--- config.mk ---
export PLATFORM = sky130hd
export DESIGN_NAME = gps2utc_seq
export DESIGN_NICKNAME = d
export VERILOG_FILES = /design/src/rtl/gps2utc_pkg.sv /design/src/rtl/gps2utc_div32.sv /design/src/rtl/gps2utc_seq.sv
export SDC_FILE = /design/constraint.sdc
export NUM_CORES = 1
export LEC_CHECK = 0
export ABC_AREA = 1
export BUFFER_PORTS_ARGS = -buffer_cell sky130_fd_sc_hd__buf_4
export CORE_ASPECT_RATIO = 0.75
export CORE_MARGIN = 4
export CORE_UTILIZATION = 50
export CTS_CLUSTER_DIAMETER = 30
export DETAILED_ROUTE_END_ITERATION = 8
export MAX_ROUTING_LAYER = met4
export PLACE_DENSITY_LB_ADDON = 0.08
export SLEW_MARGIN = 20
export SYNTH_ARGS = -nofsm -noshare
export SYNTH_HDL_FRONTEND = slang
export SYNTH_SLANG_ARGS = --single-unit
--- constraint.sdc ---
create_clock -name clk -period 10.1 [get_ports clk]
set_input_delay 2.02 -clock clk [delete_from_list [all_inputs] [get_ports clk]]
set_output_delay 2.02 -clock clk [all_outputs]
set_load 0.02 [all_outputs]
--- src/rtl/gps2utc_pkg.sv ---
// Shared constants, FSM state type and calendar/BCD helpers for the sequential GPS->UTC converter.
package gps2utc_pkg;

    localparam logic [31:0] SEC_WEEK   = 32'd604800;
    localparam logic [16:0] SEC_DAY    = 17'd86400;
    localparam logic [19:0] TOW_MAX    = 20'd604799;
    localparam logic [15:0] EPOCH_YEAR = 16'd1980;
    // GPS day 0 is 6 January, i.e. zero-based day 5 of the epoch year
    localparam logic [14:0] EPOCH_DOY0 = 15'd5;
    localparam logic [31:0] EPOCH_JD   = 32'd2444245;

    typedef enum logic [2:0] {
        ST_IDLE = 3'd0,
        ST_LOAD = 3'd1,
        ST_DIV  = 3'd2,
        ST_HMS  = 3'd3,
        ST_YEAR = 3'd4,
        ST_MON  = 3'd5,
        ST_BCD  = 3'd6,
        ST_DONE = 3'd7
    } state_e;

    function automatic logic is_leap(input logic [15:0] y);
        return ((y % 16'd4) == 16'd0) &&
               (((y % 16'd100) != 16'd0) || ((y % 16'd400) == 16'd0));
    endfunction

    function automatic logic [14:0] year_len(input logic [15:0] y);
        return is_leap(y) ? 15'd366 : 15'd365;
    endfunction

    function automatic logic [14:0] month_len(input logic [3:0] m, input logic leap);
        logic [14:0] len;
        case (m)
            4'd2:    len = leap ? 15'd29 : 15'd28;
            4'd4:    len = 15'd30;
            4'd6:    len = 15'd30;
            4'd9:    len = 15'd30;
            4'd11:   len = 15'd30;
            default: len = 15'd31;
        endcase
        return len;
    endfunction

    function automatic logic [7:0] bcd2(input logic [7:0] v);
        return {4'(v / 8'd10), 4'(v % 8'd10)};
    endfunction

    function automatic logic [11:0] bcd3(input logic [11:0] v);
        return {4'(v / 12'd100), 4'((v / 12'd10) % 12'd10), 4'(v % 12'd10)};
    endfunction

endpackage

--- src/rtl/gps2utc_div32.sv ---
// Sequential 32/17 restoring divider: the first step happens with the start pulse, done
// is a one-cycle pulse after 32 steps; quotient/remainder hold until the next start.
import gps2utc_pkg::*;

module gps2utc_div32 (
    input  logic        clk,
    input  logic        rst,
    input  logic        i_start,
    input  logic [31:0] i_dividend,
    input  logic [16:0] i_divisor,
    output logic        o_done,
    output logic [31:0] o_quot,
    output logic [16:0] o_rem
);

    logic [31:0] r_q;
    logic [16:0] r_rem;
    logic [16:0] r_dvs;
    logic [4:0]  r_cnt;
    logic        r_run;
    logic        r_done;

    logic [31:0] w_q_in;
    logic [16:0] w_rem_in;
    logic [16:0] w_dvs_in;
    logic [17:0] w_trial;
    logic        w_ge;
    logic [16:0] w_rem_nx;
    logic [31:0] w_q_nx;

    // One shift/subtract step on either the fresh operands or the running state
    always_comb begin
        w_q_in   = i_start ? i_dividend : r_q;
        w_rem_in = i_start ? 17'd0      : r_rem;
        w_dvs_in = i_start ? i_divisor  : r_dvs;
        w_trial  = {w_rem_in, w_q_in[31]};
        w_ge     = (w_trial >= {1'b0, w_dvs_in});
        if (w_ge) begin
            w_rem_nx = 17'(w_trial - {1'b0, w_dvs_in});
        end else begin
            w_rem_nx = w_trial[16:0];
        end
        w_q_nx = {w_q_in[30:0], w_ge};
    end

    // Iteration state and step counter
    always_ff @(posedge clk) begin
        if (rst) begin
            r_q    <= 32'd0;
            r_rem  <= 17'd0;
            r_dvs  <= 17'd0;
            r_cnt  <= 5'd0;
            r_run  <= 1'b0;
            r_done <= 1'b0;
        end else begin
            r_done <= 1'b0;
            if (i_start) begin
                r_q   <= w_q_nx;
                r_rem <= w_rem_nx;
                r_dvs <= i_divisor;
                r_cnt <= 5'd1;
                r_run <= 1'b1;
            end else if (r_run) begin
                r_q   <= w_q_nx;
                r_rem <= w_rem_nx;
                r_cnt <= r_cnt + 5'd1;
                if (r_cnt == 5'd31) begin
                    r_run  <= 1'b0;
                    r_done <= 1'b1;
                end
            end
        end
    end

    assign o_done = r_done;
    assign o_quot = r_q;
    assign o_rem  = r_rem;

endmodule

--- src/rtl/gps2utc_seq.sv ---
// GPS WN10/TOW -> UTC calendar converter: divider for days/second-of-day, then year and month walks.
// Optional macro GPS2UTC_BCD_EN: BCD output fields via an extra BCD state.
import gps2utc_pkg::*;

module gps2utc_seq #(
    parameter logic [1:0] EPOCH_INDEX = 2'd2,
    parameter logic [9:0] ROLL_PIVOT  = 10'd0
) (
    input  logic        clk,
    input  logic        rst,
    input  logic        start,
    input  logic [9:0]  wn10,
    input  logic [19:0] tow_sec,
    input  logic [7:0]  leap_sec,
    output logic        busy,
    output logic        valid,
    output logic        err,
    output logic [7:0]  hh,
    output logic [7:0]  mm,
    output logic [7:0]  ss,
    output logic [7:0]  mon,
    output logic [7:0]  dom,
    output logic [11:0] doy,
    output logic [7:0]  yy,
    output logic [15:0] year
);

    state_e      r_state, w_state_nx;
    logic [9:0]  r_wn10;
    logic [19:0] r_tow;
    logic [7:0]  r_leap;
    logic [1:0]  r_epoch;
    logic [1:0]  w_epoch_sel;

    logic [31:0] w_gps_s, w_utc_s;
    logic        w_load_err;
    logic        w_div_start, w_div_done, w_days_ovf;
    logic [31:0] w_quot;
    logic [16:0] w_sod;

    logic [7:0]  r_hh_w, r_mm_w, r_ss_w;
    logic [11:0] r_doy_w;
    logic [14:0] r_rem;
    logic [15:0] r_y;
    logic [3:0]  r_m;
    logic [14:0] w_ylen, w_mlen;
    logic        w_y_ge, w_m_ge;

    logic        w_latch_in, w_fin, w_fin_err;
    logic        r_busy, r_valid, r_err;
    logic [7:0]  r_hh, r_mm, r_ss, r_mon, r_dom, r_yy;
    logic [11:0] r_doy;
    logic [15:0] r_year;

    function automatic logic [7:0] fmt2(input logic [7:0] v);
`ifdef GPS2UTC_BCD_EN
        return bcd2(v);
`else
        return v;
`endif
    endfunction

    function automatic logic [11:0] fmt3(input logic [11:0] v);
`ifdef GPS2UTC_BCD_EN
        return bcd3(v);
`else
        return v;
`endif
    endfunction

    // Low week numbers past the pivot belong to the following 1024-week epoch
    generate
        if (ROLL_PIVOT == 10'd0) begin : g_no_roll
            assign w_epoch_sel = EPOCH_INDEX;
        end else begin : g_roll
            assign w_epoch_sel = (wn10 < ROLL_PIVOT) ?
                                 ((EPOCH_INDEX == 2'd3) ? 2'd3 : EPOCH_INDEX + 2'd1) :
                                 EPOCH_INDEX;
        end
    endgenerate

    assign w_gps_s    = 32'({r_epoch, r_wn10}) * SEC_WEEK + 32'(r_tow);
    assign w_utc_s    = w_gps_s - 32'(r_leap);
    assign w_load_err = (r_tow > TOW_MAX) || (w_gps_s < 32'(r_leap));
    assign w_days_ovf = |w_quot[31:15];
    assign w_ylen     = year_len(r_y);
    assign w_mlen     = month_len(r_m, is_leap(r_y));
    assign w_y_ge     = (r_rem >= w_ylen);
    assign w_m_ge     = (r_rem >= w_mlen);

    gps2utc_div32 u_div (
        .clk        (clk),
        .rst        (rst),
        .i_start    (w_div_start),
        .i_dividend (w_utc_s),
        .i_divisor  (SEC_DAY),
        .o_done     (w_div_done),
        .o_quot     (w_quot),
        .o_rem      (w_sod)
    );

    // FSM state register
    always_ff @(posedge clk) begin
        if (rst) begin
            r_state <= ST_IDLE;
        end else begin
            r_state <= w_state_nx;
        end
    end

    // FSM next-state logic
    always_comb begin
        w_state_nx = r_state;
        case (r_state)
            ST_IDLE: if (start)      w_state_nx = ST_LOAD; else w_state_nx = ST_IDLE;
            ST_LOAD: if (w_load_err) w_state_nx = ST_DONE; else w_state_nx = ST_DIV;
            ST_DIV:  if (w_div_done) w_state_nx = ST_HMS;  else w_state_nx = ST_DIV;
            ST_HMS:  if (w_days_ovf) w_state_nx = ST_DONE; else w_state_nx = ST_YEAR;
            ST_YEAR: if (w_y_ge)     w_state_nx = ST_YEAR; else w_state_nx = ST_MON;
            ST_MON: begin
                if (w_m_ge) begin
                    w_state_nx = ST_MON;
                end else begin
`ifdef GPS2UTC_BCD_EN
                    w_state_nx = ST_BCD;
`else
                    w_state_nx = ST_DONE;
`endif
                end
            end
            ST_BCD:  w_state_nx = ST_DONE;
            ST_DONE: w_state_nx = ST_IDLE;
            default: w_state_nx = ST_IDLE;
        endcase
    end

    // FSM control outputs
    always_comb begin
        w_latch_in  = (r_state == ST_IDLE) && start;
        w_div_start = (r_state == ST_LOAD) && !w_load_err;
        w_fin       = (w_state_nx == ST_DONE);
        w_fin_err   = (r_state == ST_LOAD) || (r_state == ST_HMS);
    end

    // Input capture and the working time-of-day / calendar walk
    always_ff @(posedge clk) begin
        if (rst) begin
            r_wn10  <= 10'd0;
            r_tow   <= 20'd0;
            r_leap  <= 8'd0;
            r_epoch <= 2'd0;
            r_hh_w  <= 8'd0;
            r_mm_w  <= 8'd0;
            r_ss_w  <= 8'd0;
            r_doy_w <= 12'd0;
            r_rem   <= 15'd0;
            r_y     <= 16'd0;
            r_m     <= 4'd0;
        end else begin
            if (w_latch_in) begin
                r_wn10  <= wn10;
                r_tow   <= tow_sec;
                r_leap  <= leap_sec;
                r_epoch <= w_epoch_sel;
            end
            case (r_state)
                ST_HMS: begin
                    r_hh_w <= 8'(w_sod / 17'd3600);
                    r_mm_w <= 8'((w_sod / 17'd60) % 17'd60);
                    r_ss_w <= 8'(w_sod % 17'd60);
                    r_rem  <= w_quot[14:0] + EPOCH_DOY0;
                    r_y    <= EPOCH_YEAR;
                end
                ST_YEAR: begin
                    if (w_y_ge) begin
                        r_rem <= r_rem - w_ylen;
                        r_y   <= r_y + 16'd1;
                    end else begin
                        r_doy_w <= 12'(r_rem) + 12'd1;
                        r_m     <= 4'd1;
                    end
                end
                ST_MON: begin
                    if (w_m_ge) begin
                        r_rem <= r_rem - w_mlen;
                        r_m   <= r_m + 4'd1;
                    end
                end
                default: ;
            endcase
        end
    end

    // Registered result fields; an error only raises err and leaves the time fields alone
    always_ff @(posedge clk) begin
        if (rst) begin
            r_busy  <= 1'b0;
            r_valid <= 1'b0;
            r_err   <= 1'b0;
            r_hh    <= 8'd0;
            r_mm    <= 8'd0;
            r_ss    <= 8'd0;
            r_mon   <= 8'd0;
            r_dom   <= 8'd0;
            r_doy   <= 12'd0;
            r_yy    <= 8'd0;
            r_year  <= 16'd0;
        end else begin
            r_busy  <= (w_state_nx != ST_IDLE);
            r_valid <= w_fin;
            if (w_fin) begin
                if (w_fin_err) begin
                    r_err <= 1'b1;
                end else begin
                    r_err  <= 1'b0;
                    r_hh   <= fmt2(r_hh_w);
                    r_mm   <= fmt2(r_mm_w);
                    r_ss   <= fmt2(r_ss_w);
                    r_mon  <= fmt2(8'(r_m));
                    r_dom  <= fmt2(8'(r_rem) + 8'd1);
                    r_doy  <= fmt3(r_doy_w);
                    r_yy   <= fmt2(8'(r_y % 16'd100));
                    r_year <= r_y;
                end
            end
        end
    end

    assign busy  = r_busy;
    assign valid = r_valid;
    assign err   = r_err;
    assign hh    = r_hh;
    assign mm    = r_mm;
    assign ss    = r_ss;
    assign mon   = r_mon;
    assign dom   = r_dom;
    assign doy   = r_doy;
    assign yy    = r_yy;
    assign year  = r_year;

endmodule

# Word level (Yosys, flattened, before mapping)

Index checks and enable logic that the tools add are counted.

Flip-flop bits (word level): 261
Logic and storage cells: 131
Bits of input ports: 41

Bitwise operators: 3
$mul: 1
Magnitude comparators: 5
Equal/unequal tests: 17
$add $sub $neg: 11
Muxes and demuxes: 33
Div/mod/pow operators: 6
Reduce and logical (&&, ||, !) cells: 25

Operators by type and width:

| operator               | count |
|---|---|
| $mux 32                | 3 |
| $mux 17                | 5 |
| $pmux 15 s3            | 1 |
| $mod 17x6->17 const B  | 2 |
| $add 32x20->32         | 1 |
| $logic_not 16->1       | 2 |
| $lt 32x8->1            | 1 |
| $pmux 16 s2            | 1 |
| $sub 32x8->32          | 1 |
| $mux 15                | 2 |
| $mul 12x13->25 const B | 1 |
| $pmux 3 s8             | 1 |
| $gt 20x20->1 const B   | 1 |
| $ge 18x17->1           | 1 |
| $div 17x12->17 const B | 1 |
| $div 17x6->17 const B  | 1 |
| $reduce_or 17->1       | 1 |
| $sub 17x17->17         | 1 |
| $add 16x1->16 const B  | 1 |
| $mod 16x7->16 const B  | 1 |
| $mod 16x9->16 const B  | 1 |
| $mux 16                | 1 |
| $reduce_bool 16->1     | 1 |
| $add 15x3->15 const B  | 1 |
| 34 further kinds       | 68 |

# Depth between registers and ports, before layout

Gate-level depths: netlist of the first run.

Word-level depth: 11
Gate-level depth with buffers: 75
Depth with buffers taken out: 75

# Hierarchy

Synthesis of the first run repeated with hierarchy kept, for this count alone.

Cell total of the unflattened synthesis: 2917
Area, all modules: 20012.9 µm²

Modules (own cells, without submodules):

| module        | cells each | area each (µm²) | instances |
|---|---|---|---|
| gps2utc_seq   | 2253       | 15702.6         | 1 |
| gps2utc_div32 | 664        | 4310.4          | 1 |

# Least setup slack after synthesis of the first run

Ideal clock, no wire load.

Kind: reg2reg
Start point: register r_wn10[3]
End point: register u_div.r_rem[13] (netlist: u_div.o_rem[13])
Setup slack: 0.574 ns
Period minus slack after synthesis: 9.526 ns
Data required time: 9.984 ns
Stages on the path, launching flop included: 54
Arrival: 9.409 ns
Path through: dfxtp_1 fa_1 inv_1 fa_1 inv_1 ha_1 inv_1 fa_1 inv_1 fa_1 ha_1 xor2_1 inv_1 ha_1 nand2_1 o21ai_0 a21oi_1 o21ai_0 [... 18 more ...] ha_1 nand2_1 nor2_1 a211oi_1 o21ai_0 a221o_1 a21oi_1 inv_1 a21oi_1 o21ai_0 a21oi_1 o21ai_0 clkbuf_1 clkbuf_1 a21oi_1 o21ai_0 o211ai_1 inv_1

Longest elaborated chain between the ends: 11

Ends and longest elaborated chain:

| item                                           | line                                     | RTL |
|---|---|---|
| start: declaration                             | gps2utc_seq.sv:29                        | `logic [9:0] r_wn10;` |
| start signal: assignment                       | gps2utc_seq.sv:161                       | `r_wn10 <= wn10;` |
| $mul 12x13->25 (*)                             | gps2utc_seq.sv:82                        | `assign w_gps_s = 32'({r_epoch, r_wn10}) * SEC_WEEK + 32'(r_tow);` |
| $add 32x20->32 (*)                             | gps2utc_seq.sv:82                        |  |
| $lt 32x8->1                                    | gps2utc_seq.sv:84                        | `assign w_load_err = (r_tow > TOW_MAX) \|\| (w_gps_s < 32'(r_leap));` |
| $logic_or 1x1->1                               | gps2utc_seq.sv:84                        |  |
| $logic_not 1->1                                | gps2utc_seq.sv:140                       | `w_div_start = (r_state == ST_LOAD) && !w_load_err;` |
| $logic_and 1x1->1                              | gps2utc_seq.sv:140                       |  |
| $mux 32, or another cell as far along          | gps2utc_div32.sv:33                      | `w_q_in = i_start ? i_dividend : r_q;` |
| $sub 17x17->17 or $ge 18x17->1 (tied branches) | gps2utc_div32.sv:39, gps2utc_div32.sv:37 |  |
| $mux 17                                        | gps2utc_div32.sv:38                      | `if (w_ge) begin` |
| $mux 17                                        | gps2utc_div32.sv:63                      | `end else if (r_run) begin` |
| $mux 17                                        | gps2utc_div32.sv:57                      | `if (i_start) begin` |
| end signal: assignment                         | gps2utc_div32.sv:59                      | `r_rem <= w_rem_nx;` |
| end signal: assignment                         | gps2utc_div32.sv:65                      | `r_rem <= w_rem_nx;` |
| end: declaration                               | gps2utc_div32.sv:17                      | `logic [16:0] r_rem;` |

Every way passes the cells marked *; elsewhere a longest branch is shown, timed or not. The select of a mux whose other input is x is not followed.
A chain may end at the register's enable or synchronous reset.

# Final worst setup path of the first run

Start point: register r_wn10[3]
End point: register u_div.r_rem[11] (netlist: u_div.o_rem[11])

Longest elaborated chain between the ends: 11

Ends and longest elaborated chain:

| item                                           | line                                     | RTL |
|---|---|---|
| $mul 12x13->25 (*)                             | gps2utc_seq.sv:82                        |  |
| $add 32x20->32 (*)                             | gps2utc_seq.sv:82                        |  |
| $lt 32x8->1 (*)                                | gps2utc_seq.sv:84                        |  |
| $logic_or 1x1->1 (*)                           | gps2utc_seq.sv:84                        |  |
| $logic_not 1->1 (*)                            | gps2utc_seq.sv:140                       |  |
| $logic_and 1x1->1 (*)                          | gps2utc_seq.sv:140                       |  |
| $mux 17 (*)                                    | -                                        |  |
| via u_div.w_dvs_in[1]                          | gps2utc_div32.sv:25                      | `logic [16:0] w_dvs_in;` |
| $sub 17x17->17 or $ge 18x17->1 (tied branches) | gps2utc_div32.sv:39, gps2utc_div32.sv:37 |  |
| $mux 17 (*)                                    | gps2utc_div32.sv:38                      |  |
| $mux 17                                        | gps2utc_div32.sv:63                      |  |
| $mux 17 (*)                                    | gps2utc_div32.sv:57                      |  |

The timed path passes the listed nets; every way through them passes the cells marked *. The select of a mux whose other input is x is not followed.

==> metrics.cfg, run 1 <==
[grt]
overflow=0
grt_pass1_vias=16900
grt_max_degree=76
antenna_found_initial=0
grtUsageTotal_pct=24.5
grt_pass1_wl_um=82400

[hold_path]
worstHoldStart=yy[7]$_SDFFE_PP0P_
hp-class=flip-flop to flip-flop

[power_and_ir_drop]
total_power_mw=8.43
seqPwrFrac_pct=15.9
ir_worst_vdd_mv=0.316
swShare_pct=49.5
powerDensity_mw_per_mm2=380
p_clk_share_pct=22.4
power.internal_mw=4.26
power.leakage_nw=10.6
pwr-share-comb_pct=61.7
switching_power_mw=4.17

[sta]
max_freq_ghz=0.108
fin_skew_ps=23.2
worst_slew_pin_slew_ps=876
final_hold_viol_count=0
finalSetupViolCount=0
fin_tns_setup_ps=0
fin_crit_ps=9250
slew_violations=0
timing.slew.headroom_pct=41.6
fin_ws_ps=851
fin_crit_sh_pct=91.6

[detailed_routing]
vias=17600
routed_wl_um=48900
ant_nets=0
routedWlPerCell_um=14.6
via_per_inst=5.25
first_pass_iters=5
drt-initial-drc-count=1004
drc_errors=0

[synth]
synth_area_leaders=dfxtp_1 (27%), nand2_1 (10%), ha_1 (8.9%)
ys_seq_area_share_pct=27.2
synth_top_area_cell=dfxtp_1
synth_top_cell_area_share_pct=27.2
yosys_warnings=0
syn_area_sq_mm=0.0187
avgSynthCellArea_sq_um=7.02
async_reset_ff_share_pct=0
synth_enable_flop_cells=0
netlist_instances=2671
synth_ff_type=dfxtp_1
ys_seq_elements=255
yosysUniqueCellTypes=72

[floorplanning]
start_util_pct=50.6
core_sq_mm=0.0370
die-area_sq_mm=0.0407
chipHeight_um=176
placementRows=61
io_pins=120
die_x_um=232

[cells_and_area]
final_nets=3005
drive_gt1_share_pct=14.8
final_design_area_no_fill_sq_mm=0.0222
final_common_cell=nand2_1
n_antenna_cell=0
layout.cells.non_filler=3342
mostFrequentLayoutCells=nand2_1 (499), inv_1 (400), dfxtp_1 (252)
synthToLayoutAreaGrowth_pct=18.3

[setup_path]
cp-start-kind=flip-flop
path_common_cell=inv_1
cpPeakStageDelay_ps=540
critPathSlowestCell=fa_1
crit_path_end_kind=flip-flop
crit_type=flip-flop to flip-flop
startpoint=r_wn10[3]$_SDFFE_PP0P_
crit_fanout=20
worstPathRequired_ps=10610
cp_data_arrival_time_ps=9750
worstReg2RegStart=r_wn10[3]$_SDFFE_PP0P_

[placement]
placed_cells=3230
placed_area_sq_mm=0.0200
place_congestion=0.879
dp_hpwl_um=36300
dp_worst_setup_slack_ps=293
io_buffers=113

[clock_tree]
clockRootBuffer=clkbuf_16
ctsHtreeMaxLevel=2
cts_hold_buf=0
path_clk_slew_ps=60
numCtsBuffers=56
clkLatencyLatePin_ps=570
cts_tree=done
cts_buffer_depth=3
cts.sinks=255

[run]
drv_cap=0

[outcome]
status=finished clean

==> state kept, by name, indices dropped and copies added (netlist names), 3 cells and up <==
name          count
dom               8
doy              12
hh                6
mm                8
mon               4
r_doy_w          12
r_hh_w            6
r_leap            8
r_m               4
r_mm_w            8
r_rem            15
r_ss_w            8
r_state           3
r_tow            20
r_wn10           10
r_y              16
ss                8
u_div.o_quot     32
u_div.o_rem      17
u_div.r_cnt       5
u_div.r_dvs      17
year             14
yy                8
==> metal layers <==
layer / global-route usage (%) / wire length (um)
met1: 33.7 / 24100
met2: 38.9 / 21900
met3: 3.27 / 1970
met4: 5.28 / 910
met5: - / 0
==> cells in the mapped netlist, types with 3 or more instances <==
cell type and instances:
nand3b_1 3, a31oi_1 23, buf_4 10, nor2_2 8, a21oi_1 200, fa_1 41
nand4_1 38, nand2_2 42, ha_1 133, a21o_1 3, nand3_4 3, nor3b_1 4
dfxtp_1 255, o21ai_0 150, o21a_1 5, o21ai_1 21, nand3_1 118, xnor2_1 30
nor3_1 46, nand2_1 500, nand3_2 18, a211oi_1 12, o21bai_1 14, inv_1 401
nor2_1 207, o211ai_1 16, nor4_1 11, o21ai_2 5, or2_2 12, a22oi_1 20
nor2_4 5, buf_1 4, xor2_1 90, o22ai_1 53, a2111oi_0 4, clkinv_1 8
inv_2 22, o31ai_1 6, nand2_4 15, o221ai_1 3, clkbuf_1 69
==> critical path: cells and delay by family, from the launching register on <==
family | cells | cell delay, ps
AO/OA/AOI/OAI | 20 | 2840
XOR/XNOR | 2 | 400
adder cells (fa/ha/maj) | 7 | 3140
buffers and inverters | 12 | 1080
flip-flops | 1 | 360
AND/OR/NAND/NOR | 13 | 1360
==> layout make-up <==
type,count,area [sq um]
multi-input cells,1902,11700
inverters,432,1630
well taps,504,631
flip-flops and latches,255,5110
repair buffers,142,1070
clock buffers,63,1490
clock inverters,43,502
fillers,3514,14800
repair inverters,1,5.00
==> power groups by stage <==
| stage | combinational, mW | sequential, mW | clock, mW |
|---|---|---|---|
| after floorplan | 4.17 | 1.28 | 0 |
| final | 5.20 | 1.34 | 1.88 |
| after detailed placement | 5.09 | 1.36 | 0 |
| after CTS | 5.13 | 1.34 | 1.92 |
| after global placement | 5.02 | 1.35 | 0 |
| after global routing | 5.96 | 1.36 | 1.97 |
==> per-stage QoR <==
| stage | util [%] | hold slack, ps |
|---|---|---|
| 2_1_floorplan | - | 417 |
| 3_5_place_dp | 54.1 | 417 |
| 5_1_grt | 59.9 | 440 |
| 6_report | 59.9 | 423 |
| 4_1_cts | 59.5 | 426 |
| 3_3_place_gp | 54.1 | 415 |
==> final timing paths <==
path	to	slack, ps	cells after the start
worst max-delay path	u_div.o_rem[11]$_SDFFE_PP0P_	850	54
worst min-delay path	yy[7]$_SDFFE_PP0P_	420	2
worst max register to register	u_div.o_rem[11]$_SDFFE_PP0P_	850	54
worst min register to register	yy[7]$_SDFFE_PP0P_	420	2
==> cells by family after synthesis <==
logic type / after synthesis / share of synthesized area, %
adders and majority gates: 174 / 13.3
buffers and inverters: 519 / 10.7
other: 1 / 0.0200
AOI/OAI and AO/OA: 557 / 17.3
and+or+nand+nor: 1043 / 25.6
DFF: 255 / 27.2
xor gates and xnor gates: 122 / 5.84
==> timing repair <==
action                                  4_1_cts  5_1_grt
endpoints found under the hold margin         0        0
endpoints found under the setup margin        0       22
buffers inserted                              0        5
resized for setup                             0       30
Power figures use the tool's default switching activity.
==> run 2: changes to the inputs <==
--- a/config.mk
+++ b/config.mk
@@ -5,7 +5,7 @@
 export SDC_FILE = /design/constraint.sdc
 export NUM_CORES = 1
 export LEC_CHECK = 0
-export ABC_AREA = 1
+export ABC_AREA = 0
 export BUFFER_PORTS_ARGS = -buffer_cell sky130_fd_sc_hd__buf_4
 export CORE_ASPECT_RATIO = 0.75
 export CORE_MARGIN = 4
==> run 2 against run 1 <==
- area after synthesis increased by 7.5%
- synthesized cell count decreased by 5.1%
- maximum frequency decreased by 7.0%
- sequential power decreased by 7%
- critical endpoint is now u_div.o_rem[2]$_SDFFE_PP0P_
==> metrics.cfg, run 2 <==
[outcome]
status=finished clean  ; unchanged

[synth]
avgSynthCellArea_sq_um=7.94  ; was 7.02 sq um
synth_compound_area_share_pct=26.6  ; was 17.3%
yosys_warnings=0  ; unchanged
synth_top_family_by_area=compound AO/OA/AOI/OAI gates  ; was simple AND/OR/NAND/NOR gates
yosysMostFrequentCell=dfxtp_1  ; was nand2_1
synth_top_cell_area_share_pct=25.4  ; was 27.2%
synth_top_area_cell=dfxtp_1  ; unchanged
synth_mux_area_share_pct=2.53  ; was 0%
ys_seq_elements=255  ; unchanged
netlist_instances=2536  ; was 2,671
ys_seq_area_share_pct=25.4  ; was 27.2%
synth_ff_type=dfxtp_1  ; unchanged
yosysUniqueCellTypes=119  ; was 72
synth_simple_gate_area_share_pct=20.5  ; was 25.6%
synthXorXnorAreaFrac_pct=6.26  ; was 5.84%
synth_commonest_cells=dfxtp_1 (255), nand2_1 (254), nor2_1 (244), a21oi_1 (170), inv_1 (141)  ; was nand2_1 (500), inv_1 (401), dfxtp_1 (255), nor2_1 (207), a21oi_1 (200)
synth-adder-area-share_pct=12.6  ; was 13.3%
synth_area_leaders=dfxtp_1 (25%), ha_1 (8.3%), nand2_1 (4.7%)  ; was dfxtp_1 (27%), nand2_1 (10%), ha_1 (8.9%)
async_reset_ff_share_pct=0  ; unchanged
syn_area_sq_mm=0.0201  ; was 0.0187 sq mm
synth_enable_flop_cells=0  ; unchanged

[grt]
antenna_found_initial=0  ; unchanged
grt_pass1_vias=18000  ; was 16.9k
overflow=0  ; unchanged
grtUsageTotal_pct=25.4  ; was 24.5%
grt_max_degree=90  ; was 76
grt_pass1_wl_um=91400  ; was 82,400 um

[clock_tree]
numCtsBuffers=56  ; unchanged
clkLatencyLatePin_ps=590  ; was 570 ps
cts_tree=done  ; unchanged
cts.sinks=255  ; unchanged
path_clk_slew_ps=50  ; was 60 ps
cts_buffer_depth=3  ; unchanged
ctsHtreeMaxLevel=2  ; unchanged
clockRootBuffer=clkbuf_16  ; unchanged

[floorplanning]
core_sq_mm=0.0396  ; was 0.0370 sq mm
io_pins=120  ; unchanged
die-area_sq_mm=0.0436  ; was 0.0407 sq mm
start_util_pct=50.8  ; was 50.6%
placementRows=63  ; was 61
chipHeight_um=182  ; was 176 um
die_x_um=240  ; was 232 um

[run]
drv_cap=0  ; unchanged

[sta]
timing.slew.headroom_pct=27.0  ; was 41.6%
worst_slew_pin_slew_ps=1090  ; was 876 ps
final_hold_viol_count=0  ; unchanged
finalSetupViolCount=0  ; unchanged
fin_crit_ps=9940  ; was 9250 ps
slew_violations=0  ; unchanged
grt_setup_unrepaired=yes
fin_crit_sh_pct=98.4  ; was 91.6%
fin_skew_ps=32.0  ; was 23.2 ps
max_freq_ghz=0.101  ; was 0.108 GHz

[detailed_routing]
via_per_inst=5.84  ; was 5.25
routedWlPerCell_um=17.2  ; was 14.6 um
drc_errors=0  ; unchanged
ant_nets=0  ; unchanged
vias=19100  ; was 17.6k
drt-initial-drc-count=1187  ; was 1,004
routed_wl_um=56100  ; was 48,900 um
first_pass_iters=8  ; was 5

[placement]
place_congestion=0.923  ; was 0.879
placed_cells=3133  ; was 3,230
dp_hpwl_um=41100  ; was 36,300 um
io_buffers=113  ; unchanged

[setup_path]
cpPeakStageDelay_ps=570  ; was 540 ps
worstPathRequired_ps=10510  ; was 10,610 ps
crit_path_end_kind=flip-flop  ; unchanged
cp-start-kind=flip-flop  ; unchanged
path_common_cell=o21ai_2  ; was inv_1
cp_data_arrival_time_ps=10350  ; was 9750 ps
crit_type=flip-flop to flip-flop  ; unchanged
worstReg2RegStart=r_wn10[5]$_SDFFE_PP0P_  ; was r_wn10[3]$_SDFFE_PP0P_
critPathSlowestCell=or4b_4  ; was fa_1
crit_fanout=8  ; was 20
startpoint=r_wn10[5]$_SDFFE_PP0P_  ; was r_wn10[3]$_SDFFE_PP0P_

[power_and_ir_drop]
powerDensity_mw_per_mm2=255  ; was 380 mW/mm^2
power.leakage_nw=10.2  ; was 10.6 nW
total_power_mw=6.24  ; was 8.43 mW
ir_worst_vdd_mv=0.181  ; was 0.316 mV

[cells_and_area]
n_antenna_cell=0  ; unchanged
multi_input_area_sq_mm=0.0143  ; was 0.0117 sq mm
drive_gt1_share_pct=19.4  ; was 14.8%
nFillCells=3530  ; was 3,514
seqCellArea_sq_mm=0.00511  ; about the same
final_nets=2917  ; was 3,005
final_common_cell=nand2_1  ; unchanged
layout.cells.non_filler=3269  ; was 3,342
utilization_pct=61.8  ; was 59.9%
mostFrequentLayoutCells=nand2_1 (253), dfxtp_1 (247), buf_4 (240)  ; was nand2_1 (499), inv_1 (400), dfxtp_1 (252)
synthToLayoutAreaGrowth_pct=21.7  ; was 18.3%
largest_register_ffs=32  ; unchanged

[hold_path]
worstHoldStart=r_ss_w[6]$_SDFFE_PP0P_  ; was yy[7]$_SDFFE_PP0P_
hp-class=flip-flop to flip-flop  ; unchanged

[run 2: worst paths after layout]
check	end	slack [ps]	cells past startpoint
worst max-delay path	u_div.o_rem[2]$_SDFFE_PP0P_	160	54
worst min register to register	r_ss_w[6]$_SDFFE_PP0P_	430	2
worst max register to register	u_div.o_rem[2]$_SDFFE_PP0P_	160	54
worst min-delay path	r_ss_w[6]$_SDFFE_PP0P_	430	2
[run 2: kinds of logic (layout without fill, tap and decap cells)]
kind of cell	after synthesis	after routing
multiplexers	50	50
AND/OR/NAND/NOR	862	862
other	1	6
AO/OA/AOI/OAI	748	748
flip-flops	255	255
adder cells (fa/ha/maj)	179	179
buffers and inverters	297	505
XOR/XNOR	144	144
[run 2: timing repair]
item / 4_1_cts / 5_1_grt
setup buffers: 19 / 12
pin swaps: 30 / 68
endpoints found under the hold margin: 0 / 0
gates cloned: 1 / 0
hold buffers: 0 / 0
endpoints found under the setup margin: 18 / 134
gates resized for setup: 38 / 89
[run 2: worst max-delay path, delay by kind of cell, from the launching register on]
family                     cells  cell delay, ps
AOI/OAI and AO/OA             22            3310
adders and majority gates      7            2780
and+or+nand+nor               15            2310
buffers and inverters          8             760
DFF                            1             330
xor gates and xnor gates       2             300
[run 2: layout make-up]
| cell class | instances | share of cell area, % |
|---|---|---|
| multi-input combinational | 1989 | 58.4 |
| tap | 520 | 2.65 |
| clock inverter | 44 | 1.89 |
| inverter | 148 | 2.28 |
| sequential | 255 | 20.9 |
| clock buffer | 61 | 5.88 |
| timing repair buffer | 252 | 8.05 |
[run 2: stage by stage]
stage / area, sq um / hold WS (ps) / TNS, ps / setup slack [ps]
2_1_floorplan: 20300 / 410 / 0 / 11.7
3_3_place_gp: 21900 / 419 / -165 / -29.9
3_5_place_dp: 21900 / 422 / -5070 / -349
4_1_cts: 24100 / 430 / 0 / 5.15
5_1_grt: 24500 / 449 / -7800 / -494
6_report: 24500 / 429 / 0 / 159
[run 2: power by group]
part / switching, mW / total [mW] / internal [mW]
combinational: 1.83 / 3.20 / 1.38
sequential: 0.146 / 1.24 / 1.09
clock: 0.666 / 1.81 / 1.14
[run 2: per-layer routing]
| metal | vias up | track usage (%) | wire length [um] |
|---|---|---|---|
| met5 | - | - | 0 |
| met4 | 0 | 3.99 | 741 |
| met3 | 69 | 4.08 | 3010 |
| met2 | 494 | 37.0 | 23800 |
| met1 | 9036 | 37.8 | 28600 |
| li1 | 9487 | - | - |
